### config.mk
export PLATFORM = sky130hd
export DESIGN_NAME = vga_timing_gen_flat
export DESIGN_NICKNAME = d
export VERILOG_FILES = /design/src/rtl/vga_timing_gen_if.sv /design/src/rtl/vga_timing_gen.sv /design/src/flat_wrapper.sv
export SDC_FILE = /design/constraint.sdc
export NUM_CORES = 1
export LEC_CHECK = 0
export CORE_MARGIN = 4
export CORE_UTILIZATION = 40
export CTS_BUF_LIST = sky130_fd_sc_hd__clkbuf_4 sky130_fd_sc_hd__clkbuf_8
export DETAILED_ROUTE_END_ITERATION = 6
export PLACE_DENSITY_LB_ADDON = 0.05
export SYNTH_ARGS = -nofsm -noshare
export SYNTH_HDL_FRONTEND = slang
export SYNTH_SLANG_ARGS = --single-unit
### constraint.sdc
create_clock -name clk -period 2.05 [get_ports clk]
set_input_delay 0.615 -clock clk [delete_from_list [all_inputs] [get_ports clk]]
set_output_delay 0.615 -clock clk [all_outputs]
set_load 0.05 [all_outputs]
### src/rtl/vga_timing_gen_if.sv
// VGA timing bundle shared between the timing generator and draw stages.
// Counts and sync/blank flags all describe the same pixel.
interface vga_if;
  logic [10:0] hcount;
  logic [10:0] vcount;
  logic        hsync;
  logic        vsync;
  logic        hblnk;
  logic        vblnk;

  modport out (
    output hcount, vcount,
    output hsync, vsync,
    output hblnk, vblnk
  );

  modport in (
    input hcount, vcount,
    input hsync, vsync,
    input hblnk, vblnk
  );
endinterface

### src/rtl/vga_timing_gen.sv
// VGA raster timing generator: 11-bit h/v counters with registered sync/blank.
// Define VGA_FRAME_START_EN to build the frame_start pulse (else tied 0).
module vga_timing_gen #(
  parameter int H_ACTIVE = 800,
  parameter int H_FP     = 40,
  parameter int H_SYNC   = 128,
  parameter int H_BP     = 88,
  parameter int V_ACTIVE = 600,
  parameter int V_FP     = 1,
  parameter int V_SYNC   = 4,
  parameter int V_BP     = 23
) (
  input  logic clk,
  input  logic rst,
  input  logic pix_en,
  vga_if.out   vga_out,
  output logic frame_start
);

  localparam int H_TOTAL = H_ACTIVE + H_FP + H_SYNC + H_BP;
  localparam int V_TOTAL = V_ACTIVE + V_FP + V_SYNC + V_BP;

  localparam logic [10:0] H_LAST = 11'(H_TOTAL - 1);
  localparam logic [10:0] V_LAST = 11'(V_TOTAL - 1);
  localparam logic [10:0] H_BLK  = 11'(H_ACTIVE);
  localparam logic [10:0] V_BLK  = 11'(V_ACTIVE);

  // Sync windows kept as inclusive first/last so a 2048 total still fits.
  localparam logic [10:0] H_HS_ON   = 11'(H_ACTIVE + H_FP);
  localparam logic [10:0] H_HS_LAST = 11'(H_ACTIVE + H_FP + H_SYNC - 1);
  localparam logic [10:0] V_VS_ON   = 11'(V_ACTIVE + V_FP);
  localparam logic [10:0] V_VS_LAST = 11'(V_ACTIVE + V_FP + V_SYNC - 1);

  if (H_TOTAL > 2048 || V_TOTAL > 2048) begin : g_bad_total
    $error("vga_timing_gen: H_TOTAL/V_TOTAL exceed 11-bit range");
  end

  logic [10:0] hcount_q, hcount_d;
  logic [10:0] vcount_q, vcount_d;
  logic        hsync_q, hsync_d;
  logic        vsync_q, vsync_d;
  logic        hblnk_q, hblnk_d;
  logic        vblnk_q, vblnk_d;
  logic        h_wrap;
  logic        v_wrap;

  always_comb begin
    h_wrap   = (hcount_q == H_LAST);
    v_wrap   = (vcount_q == V_LAST);
    hcount_d = hcount_q;
    vcount_d = vcount_q;
    if (pix_en) begin
      hcount_d = h_wrap ? 11'd0 : hcount_q + 11'd1;
      if (h_wrap) begin
        vcount_d = v_wrap ? 11'd0 : vcount_q + 11'd1;
      end
    end
  end

  // Flags decode the next counts so they land in the same cycle as them.
  always_comb begin
    hblnk_d = (hcount_d >= H_BLK);
    vblnk_d = (vcount_d >= V_BLK);
    hsync_d = (hcount_d >= H_HS_ON) && (hcount_d <= H_HS_LAST);
    vsync_d = (vcount_d >= V_VS_ON) && (vcount_d <= V_VS_LAST);
  end

  always_ff @(posedge clk or posedge rst) begin
    if (rst) begin
      hcount_q <= '0;
      vcount_q <= '0;
      hsync_q  <= 1'b0;
      vsync_q  <= 1'b0;
      hblnk_q  <= 1'b0;
      vblnk_q  <= 1'b0;
    end else begin
      hcount_q <= hcount_d;
      vcount_q <= vcount_d;
      hsync_q  <= hsync_d;
      vsync_q  <= vsync_d;
      hblnk_q  <= hblnk_d;
      vblnk_q  <= vblnk_d;
    end
  end

  assign vga_out.hcount = hcount_q;
  assign vga_out.vcount = vcount_q;
  assign vga_out.hsync  = hsync_q;
  assign vga_out.vsync  = vsync_q;
  assign vga_out.hblnk  = hblnk_q;
  assign vga_out.vblnk  = vblnk_q;

`ifdef VGA_FRAME_START_EN
  logic frame_start_q, frame_start_d;

  // Only a real wrap pulses; reset parks at (0,0) without one.
  always_comb begin
    frame_start_d = pix_en && h_wrap && v_wrap;
  end

  always_ff @(posedge clk or posedge rst) begin
    if (rst) begin
      frame_start_q <= 1'b0;
    end else begin
      frame_start_q <= frame_start_d;
    end
  end

  assign frame_start = frame_start_q;
`else
  assign frame_start = 1'b0;
`endif

endmodule

### src/flat_wrapper.sv
// flat-port wrapper written by rule: the top's interface ports become plain ports
module vga_timing_gen_flat 
#(
  parameter int H_ACTIVE = 800,
  parameter int H_FP     = 40,
  parameter int H_SYNC   = 128,
  parameter int H_BP     = 88,
  parameter int V_ACTIVE = 600,
  parameter int V_FP     = 1,
  parameter int V_SYNC   = 4,
  parameter int V_BP     = 23
)
  (clk, rst, pix_en, frame_start, vga_out_hcount, vga_out_vcount, vga_out_hsync, vga_out_vsync, vga_out_hblnk, vga_out_vblnk);
  vga_if vga_out_i ();
  input  logic clk;
  input  logic rst;
  input  logic pix_en;
  output logic frame_start;
  output wire logic [$bits(vga_out_i.hcount)-1:0] vga_out_hcount;
  output wire logic [$bits(vga_out_i.vcount)-1:0] vga_out_vcount;
  output wire logic [$bits(vga_out_i.hsync)-1:0] vga_out_hsync;
  output wire logic [$bits(vga_out_i.vsync)-1:0] vga_out_vsync;
  output wire logic [$bits(vga_out_i.hblnk)-1:0] vga_out_hblnk;
  output wire logic [$bits(vga_out_i.vblnk)-1:0] vga_out_vblnk;
  assign vga_out_hcount = vga_out_i.hcount;
  assign vga_out_vcount = vga_out_i.vcount;
  assign vga_out_hsync = vga_out_i.hsync;
  assign vga_out_vsync = vga_out_i.vsync;
  assign vga_out_hblnk = vga_out_i.hblnk;
  assign vga_out_vblnk = vga_out_i.vblnk;
  vga_timing_gen #(.H_ACTIVE(H_ACTIVE), .H_FP(H_FP), .H_SYNC(H_SYNC), .H_BP(H_BP), .V_ACTIVE(V_ACTIVE), .V_FP(V_FP), .V_SYNC(V_SYNC), .V_BP(V_BP)) u_core (.clk(clk), .rst(rst), .pix_en(pix_en), .vga_out(vga_out_i), .frame_start(frame_start));
endmodule
### After elaboration in Yosys (flattened, before gate mapping)

Cells that the tools add are included.

* logic and storage cells: 23
* flip-flop bits (word level): 26
* output and inout bits: 27
* input port bits: 3

* $lt $le $gt $ge: 6
* equal/unequal tests: 2
* muxes and demuxes: 5
* reduce and logical (&&, ||, !) cells: 2
* add/sub/neg operators: 2

Operator list (number)
* $mux 11: 5
* $ge 11x10->1 const B: 4
* $add 11x1->11 const B: 2
* $le 11x10->1 const B: 2
* $eq 11x10->1 const B: 1
* $eq 11x11->1 const B: 1
* $logic_and 1x1->1: 2

### Depth between registers and ports, before layout

Gate-level depths: netlist (run 1).

* depth in word-level cells: 6
* mapped depth: 10
* depth with buffers taken out: 7

### Worst setup path after synthesis (run 1)

No wires, ideal clock.

* path type: flip-flop to flip-flop
* from: register u_core.vcount_q[0], in the netlist u_core.vga_out.vcount[0]
* to: register u_core.vsync_q, in the netlist u_core.vga_out.vsync
* buffers on the path: 0
* arrival: 2.365 ns
* slack: -0.427 ns
* clock period less this slack: 2.477 ns
* setup time: 0.111 ns
* cell stages (with the launch flop): 8
* data required time: 1.939 ns
* cells stage by stage: dfrtp_1 > ha_1 > and3b_1 > nand3_1 > a31oi_4 > a31oi_2 > or3_1 > a2111oi_2

* word-level cells in the longest chain between the ends: 6
* elaborated cells on any way between the ends: 8
* those cells by class: add/sub (1); order compare (2); eq/ne (1); mux (3); reduce/logical (1)

RTL lines
* start: declaration: line vga_timing_gen.sv:39 `logic [10:0] vcount_q, vcount_d;`
* start signal: assignment: line vga_timing_gen.sv:78 `vcount_q <= vcount_d;`
* $add 11x1->11 / $eq 11x10->1 (equally long branches): line vga_timing_gen.sv:55, vga_timing_gen.sv:49
* $mux 11 *: line vga_timing_gen.sv:55 `vcount_d = v_wrap ? 11'd0 : vcount_q + 11'd1;`
* $mux 11 *: line vga_timing_gen.sv:54 `if (h_wrap) begin`
* $mux 11 *: line vga_timing_gen.sv:52 `if (pix_en) begin`
* via u_core.vcount_d[2]: line vga_timing_gen.sv:39
* $ge 11x10->1 / $le 11x10->1 (equally long branches): line vga_timing_gen.sv:65 `vsync_d = (vcount_d >= V_VS_ON) && (vcount_d <= V_VS_LAST);`
* $logic_and 1x1->1 *: line vga_timing_gen.sv:65
* via u_core.vsync_d: line vga_timing_gen.sv:41 `logic vsync_q, vsync_d;`
* end signal: assignment: line vga_timing_gen.sv:80 `vsync_q <= vsync_d;`
* end: declaration: line vga_timing_gen.sv:41

The timed path passes the listed nets; every way through them passes the cells marked *.

### Final worst setup path (run 1)

* from: register u_core.hcount_q[9], in the netlist u_core.vga_out.hcount[9]
* to: register u_core.vsync_q, in the netlist u_core.vga_out.vsync

* word-level cells in the longest chain between the ends: 5
* elaborated cells on any way between the ends: 6
* those cells by class: order compare (2); eq/ne (1); mux (2); reduce/logical (1)

RTL lines
* start: declaration: line vga_timing_gen.sv:38 `logic [10:0] hcount_q, hcount_d;`
* start signal: assignment: line vga_timing_gen.sv:77 `hcount_q <= hcount_d;`
* $eq 11x11->1 *: line vga_timing_gen.sv:48 `h_wrap = (hcount_q == H_LAST);`
* $mux 11 *: line vga_timing_gen.sv:54
* $mux 11 *: line vga_timing_gen.sv:52
* $ge 11x10->1 / $le 11x10->1 (equally long branches): line vga_timing_gen.sv:65
* $logic_and 1x1->1 *: line vga_timing_gen.sv:65
* via u_core.vsync_d: line vga_timing_gen.sv:41

Marked as above.

==> results.json, run 1 <==
{
  "critPathArrivalTime_ns": 2.31,
  "final_common_cell": "buf_4",
  "post-route-min-period_ns": 2.14,
  "setup_violations": 2,
  "clk_pin_slew_ns": 0.10,
  "final_cell_mix": "buf_4 (78), dfrtp_2 (17), nand3_1 (13), xnor2_1 (11), nand2_1 (10)",
  "ys_ff_latch": 26,
  "power_density_nw_per_um2": 817,
  "clock_tree.buffer_depth": 2,
  "finalWorstSetupSlack_ns": -0.0898,
  "drt_wl_total_mm": 4.11,
  "slew_violations": 0,
  "gr-total-overflow": 0,
  "synthArstFlopShare": 1.00,
  "p_int_mw": 1.18,
  "critPathCaptureType": "flop",
  "crit_path_max_incr_delay_ns": 0.43,
  "grt_pass1_vias": 1463,
  "ant_nets": 0,
  "seqPwrFrac": 0.336,
  "multi_input_area_um2": 895,
  "place_area_um2": 2110,
  "drt_iter0_markers": 34,
  "num_antenna_cells": 0,
  "ios": 30,
  "drt-pass1-iter-count": 4,
  "synth-edff-count": 0,
  "drc": 0,
  "n_fill_cell": 284,
  "cts_buffers": 3,
  "synthFlopType": "dfrtp_1",
  "fin_nets": 228,
  "cp_common_cell": "buf_4",
  "yosysWarnings": 0,
  "die_y_um": 69.2,
  "hold_path.class": "reg -> reg",
  "syn2layout_area_growth_pct": 55.8,
  "syn_nets": 151,
  "dieArea_um2": 4790,
  "cts_tree": "done",
  "clk_latency_ns": 0.28,
  "clock.fmax_ghz": 0.467,
  "vdd_drop_max_v": 0.000957,
  "synth_area_per_cell_um2": 10.3,
  "crit_chain": "nor4b_4 -> buf_4 -> and3_4 -> buf_4 -> nand4_1 -> xor2_1 -> nand2b_1 -> a2111oi_4",
  "synth_cell_types": 48,
  "clock_sinks": 26,
  "regArea_um2": 672,
  "fin_crit_sh": 1.04,
  "syn_area_um2": 1500,
  "fin_skew_ns": 0.00741,
  "rows": 21,
  "grt_max_degree": 27,
  "htree_levels": 1,
  "initial_core_util": 0.433,
  "root_buffer": "clkbuf_8",
  "fin_area_um2": 2340,
  "vias_per_cell": 5.25,
  "power_frac_comb": 0.435,
  "p_clk_frac": 0.229,
  "layout.cells.non_filler": 268,
  "port_buffers": 28,
  "hold_violations": 0,
  "drive_above_1_share": 0.577,
  "swShare": 0.381,
  "core-area_um2": 3470,
  "cts_hold_buf": 0,
  "dp_cells": 260,
  "dp_hpwl_mm": 2.95,
  "grt_setup_unrepaired": "true",
  "gp_congestion": 0.886,
  "status": "finished, violations left",
  "ys_seq_area_frac": 0.434,
  "power.leakage_nw": 1.06,
  "grtUsageTotal": 0.173,
  "cap_viol_max_count": 0,
  "cp.required_ns": 2.22,
  "dr_total_vias": 1407,
  "violations": "negative setup slack",
  "crit_type": "reg -> reg",
  "die_w_um": 69.2,
  "power_switching_mw": 0.728,
  "worstPathMaxFanout": 7,
  "antenna_found_initial": 0,
  "wl_per_cell_um": 15.4,
  "grt_pass1_wl_mm": 6.93,
  "syn_inst": 146,
  "worst_setup_path_start_kind": "flop",
  "slowest_stage": "dfrtp_2"
}
final timing paths:
check	end	cells after the start	slack (ns)	startpoint
max in group asynchronous	u_core.vga_out.vcount[3]	3	1.07	rst
max reg2reg	u_core.vga_out.vsync	8	-0.09	u_core.vga_out.hcount[9]
max	u_core.vga_out.vsync	8	-0.09	u_core.vga_out.hcount[9]
min reg2reg	u_core.vga_out.hcount[2]	2	0.59	u_core.vga_out.hcount[2]
min	u_core.vga_out.hcount[2]	2	0.59	u_core.vga_out.hcount[2]
min in group asynchronous	u_core.vga_out.hcount[0]	3	0.70	rst
power groups by stage:
stage	combinational, mW	clock [mW]	sequential [mW]
after CTS	0.837	0.443	0.644
after floorplan	0.279	0	0.906
after detailed placement	0.827	0	0.654
final	0.830	0.436	0.642
after global placement	0.801	0	0.650
after global routing	0.892	0.471	0.653
kinds of logic after synthesis:
group | count (synthesis) | synth area share
xor gates and xnor gates | 15 | 0.0876
DFF | 26 | 0.434
adders and majority gates | 2 | 0.0167
other | 1 | 0.00250
buffers and inverters | 14 | 0.0650
muxes | 1 | 0.00751
and+or+nand+nor | 59 | 0.242
AOI/OAI and AO/OA | 28 | 0.145
registers in the layout (all words and copies together) (netlist names):
signal                 cells
u_core.vga_out.hcount     11
u_core.vga_out.vcount     11
u_core.vga_out.hblnk       1
u_core.vga_out.hsync       1
u_core.vga_out.vblnk       1
u_core.vga_out.vsync       1
through the flow:
stage	setup slack, ns	setup TNS, ns	hold WS [ns]	total power [mW]	util
2_1_floorplan	-0.172	-0.172	0.654	1.18	-
3_3_place_gp	-0.591	-3.71	0.568	1.45	0.609
3_5_place_dp	-0.669	-4.24	0.586	1.48	0.609
4_1_cts	-0.111	-0.111	0.597	1.92	0.657
5_1_grt	-0.167	-0.266	0.625	2.02	0.674
6_report	-0.0898	-0.0903	0.592	1.91	0.674
cell type report:
class	count	share of cell area
sequential	26	0.287
clock inverter	1	0.0128
inverter	4	0.00642
timing repair buffer	82	0.268
multi-input combinational	106	0.383
tap	46	0.0246
clock buffer	3	0.0177
critical path: cells and delay by family (launching register included):
kind	cells	cell delay [ns]
AO/OA/AOI/OAI	1	0.32
XOR/XNOR	1	0.23
AND/OR/NAND/NOR	4	0.73
flip-flops	1	0.43
buffers and inverters	2	0.31
cell usage after synthesis, drive strengths merged, types with 3 or more instances:
cell type  instances  area [µm²]
nor2               5        18.8
xor2               4        35.0
nand2             10        37.5
a21oi              6        30.0
nor3               3        15.0
nand4              3        18.8
nand3             15        80.1
and4               3        28.8
inv                4        15.0
xnor2             11        96.3
dfrtp             26         651
and3               8        52.6
buf                9        78.8
o21ai              6        30.0
what timing repair did:
item / 4_1_cts / 5_1_grt
hold endpoints to repair: 0 / 0
pin swaps: 7 / 5
setup buffers: 2 / 2
gates resized for setup: 19 / 8
endpoints found under the setup margin: 5 / 2
metal layers:
metal	GRT usage	wire [µm]	up-vias
met2	0.267	2020	34
met3	0.0290	154	4
met1	0.249	1920	685
met4	0.0521	28	0
met5	0	0	-
li1	-	-	684
Note: power is estimated with default switching activity, not from simulation.
==> inputs of run 2 (changes only) <==
- CORE_UTILIZATION: 40 -> 48
==> run 2 against run 1 <==
Effect of this change: the run still ends with negative setup slack left; sequential cell count stayed put; clock skew is 0.0043 ns higher; first-iteration DRC count is 120% higher; critical endpoint unchanged.
==> results.json, run 2 (same netlist as run 1, synthesis figures left out) <==
{
  "status": "finished, violations left",
  "violations": "negative setup slack",
  "rows": 20,
  "drt-pass1-iter-count": 4,
  "grt_setup_unrepaired": "true",
  "setup_violations": 2,
  "cp.required_ns": 2.28,
  "final_common_cell": "buf_4",
  "hold_path.class": "reg -> reg",
  "hold_start": "u_core.vga_out.hcount[2]",
  "htree_levels": 1,
  "wl_per_cell_um": 16.0,
  "finalWorstSetupSlack_ns": -0.175,
  "critPathArrivalTime_ns": 2.45,
  "antenna_found_initial": 0,
  "initial_core_util": 0.495,
  "drc": 0,
  "dieArea_um2": 4080,
  "post-place-ws_ns": -0.657,
  "power.leakage_nw": 1.04,
  "syn2layout_area_growth_pct": 51.7,
  "ant_nets": 0,
  "fin_area_um2": 2280,
  "hold_violations": 0,
  "clk_latency_ns": 0.33,
  "cts_buffers": 3,
  "core-area_um2": 3030,
  "clock.fmax_ghz": 0.449,
  "post-route-min-period_ns": 2.23,
  "final_cell_mix": "buf_4 (77), dfrtp_2 (17), nand3_1 (12), xnor2_1 (10), nand2_1 (10)",
  "ios": 30,
  "die_y_um": 63.9,
  "critPathCaptureType": "flop",
  "drt_iter0_markers": 74,
  "die_w_um": 63.9,
  "power_density_nw_per_um2": 803,
  "grt_max_degree": 27,
  "worst_setup_path_start_kind": "flop",
  "gp_congestion": 0.877,
  "place_area_um2": 2090,
  "drive_above_1_share": 0.566,
  "clock_tree.buffer_depth": 2,
  "cap_viol_max_count": 0,
  "gr-total-overflow": 0,
  "tns_ns": -0.215,
  "worstPathMaxFanout": 3,
  "rr_startpoint": "u_core.vga_out.vcount[7]",
  "root_buffer": "clkbuf_4",
  "multi_input_area_um2": 885,
  "num_antenna_cells": 0,
  "hold_end": "u_core.vga_out.hcount[2]",
  "drt_wl_total_mm": 4.21,
  "dr_total_vias": 1439,
  "clock_sinks": 26,
  "ff2ff_path_depth": 6,
  "grtUsageTotal": 0.217,
  "worstReg2RegEnd": "u_core.vga_out.vsync",
  "vias_per_cell": 5.47,
  "clk_pin_slew_ns": 0.16,
  "n_fill_cell": 229,
  "fin_skew_ns": 0.0117,
  "regArea_um2": 672,
  "r2r_setup_slack_ns": -0.18,
  "grt_pass1_wl_mm": 7.02,
  "fin_util": 0.752,
  "fin_crit_sh": 1.09,
  "slew_violations": 0,
  "grt_pass1_vias": 1491,
  "port_buffers": 28,
  "fin_hold_ws_ns": 0.598,
  "cts_hold_buf": 0,
  "dp_hpwl_mm": 2.85,
  "vdd_drop_max_v": 0.000800,
  "holdPathStages": 2,
  "cts_tree": "done",
  "crit_type": "reg -> reg",
  "fin_nets": 225
}
==> run 2: stage by stage <==
step	cells	power [mW]
2_1_floorplan	146	1.18
3_3_place_gp	256	1.44
3_5_place_dp	256	1.47
4_1_cts	262	1.83
5_1_grt	263	1.93
6_report	263	1.83
==> run 2: how the worst max path moves through the flow <==
| stage | startpoint | to | cells after the start |
|---|---|---|---|
| 6_report | u_core.vga_out.vcount[7] | u_core.vga_out.vsync | 6 |
| 5_1_grt | u_core.vga_out.vcount[7] | u_core.vga_out.vsync | 6 |
| 4_1_cts | u_core.vga_out.hcount[9] | u_core.vga_out.vsync | 7 |
| 3_5_place_dp | pix_en | u_core.vga_out.vsync | 8 |
| 3_3_place_gp | pix_en | u_core.vga_out.vsync | 8 |
| 2_1_floorplan | u_core.vga_out.hcount[0] | u_core.vga_out.vsync | 9 |
==> run 2: repair_timing <==
item / 4_1_cts / 5_1_grt
resized for setup: 15 / 6
endpoints found under the setup margin: 3 / 2
pin swaps: 5 / 5
setup buffers: 2 / 1
==> run 2: cell type report <==
type,count,area share
clock inverter,1,0.0132
clock buffer,3,0.00990
sequential,26,0.295
inverter,4,0.00660
tap,44,0.0242
multi-input combinational,106,0.389
timing repair buffer,79,0.262
==> run 2: routing by layer <==
metal / wire length (µm) / track usage / up-vias
li1: - / - / 679
met5: 0 / 0 / -
met3: 174 / 0.0369 / 7
met1: 1990 / 0.296 / 714
met2: 2000 / 0.359 / 39
met4: 51 / 0.0539 / 0
==> run 2: critical path, cell delays in order (launching register included) <==
cell and delay [ns]:
dfrtp_2 0.46, nor4_4 0.42, and3_1 0.31, o2bb2ai_2 0.10, a2bb2oi_2 0.17, or3_4 0.34, a2111oi_4 0.33
==> run 2: report_power, final <==
group	leakage [nW]	internal, mW	switching [mW]
clock	0.0279	0.198	0.164
sequential	0.323	0.592	0.0497
combinational	0.692	0.321	0.504
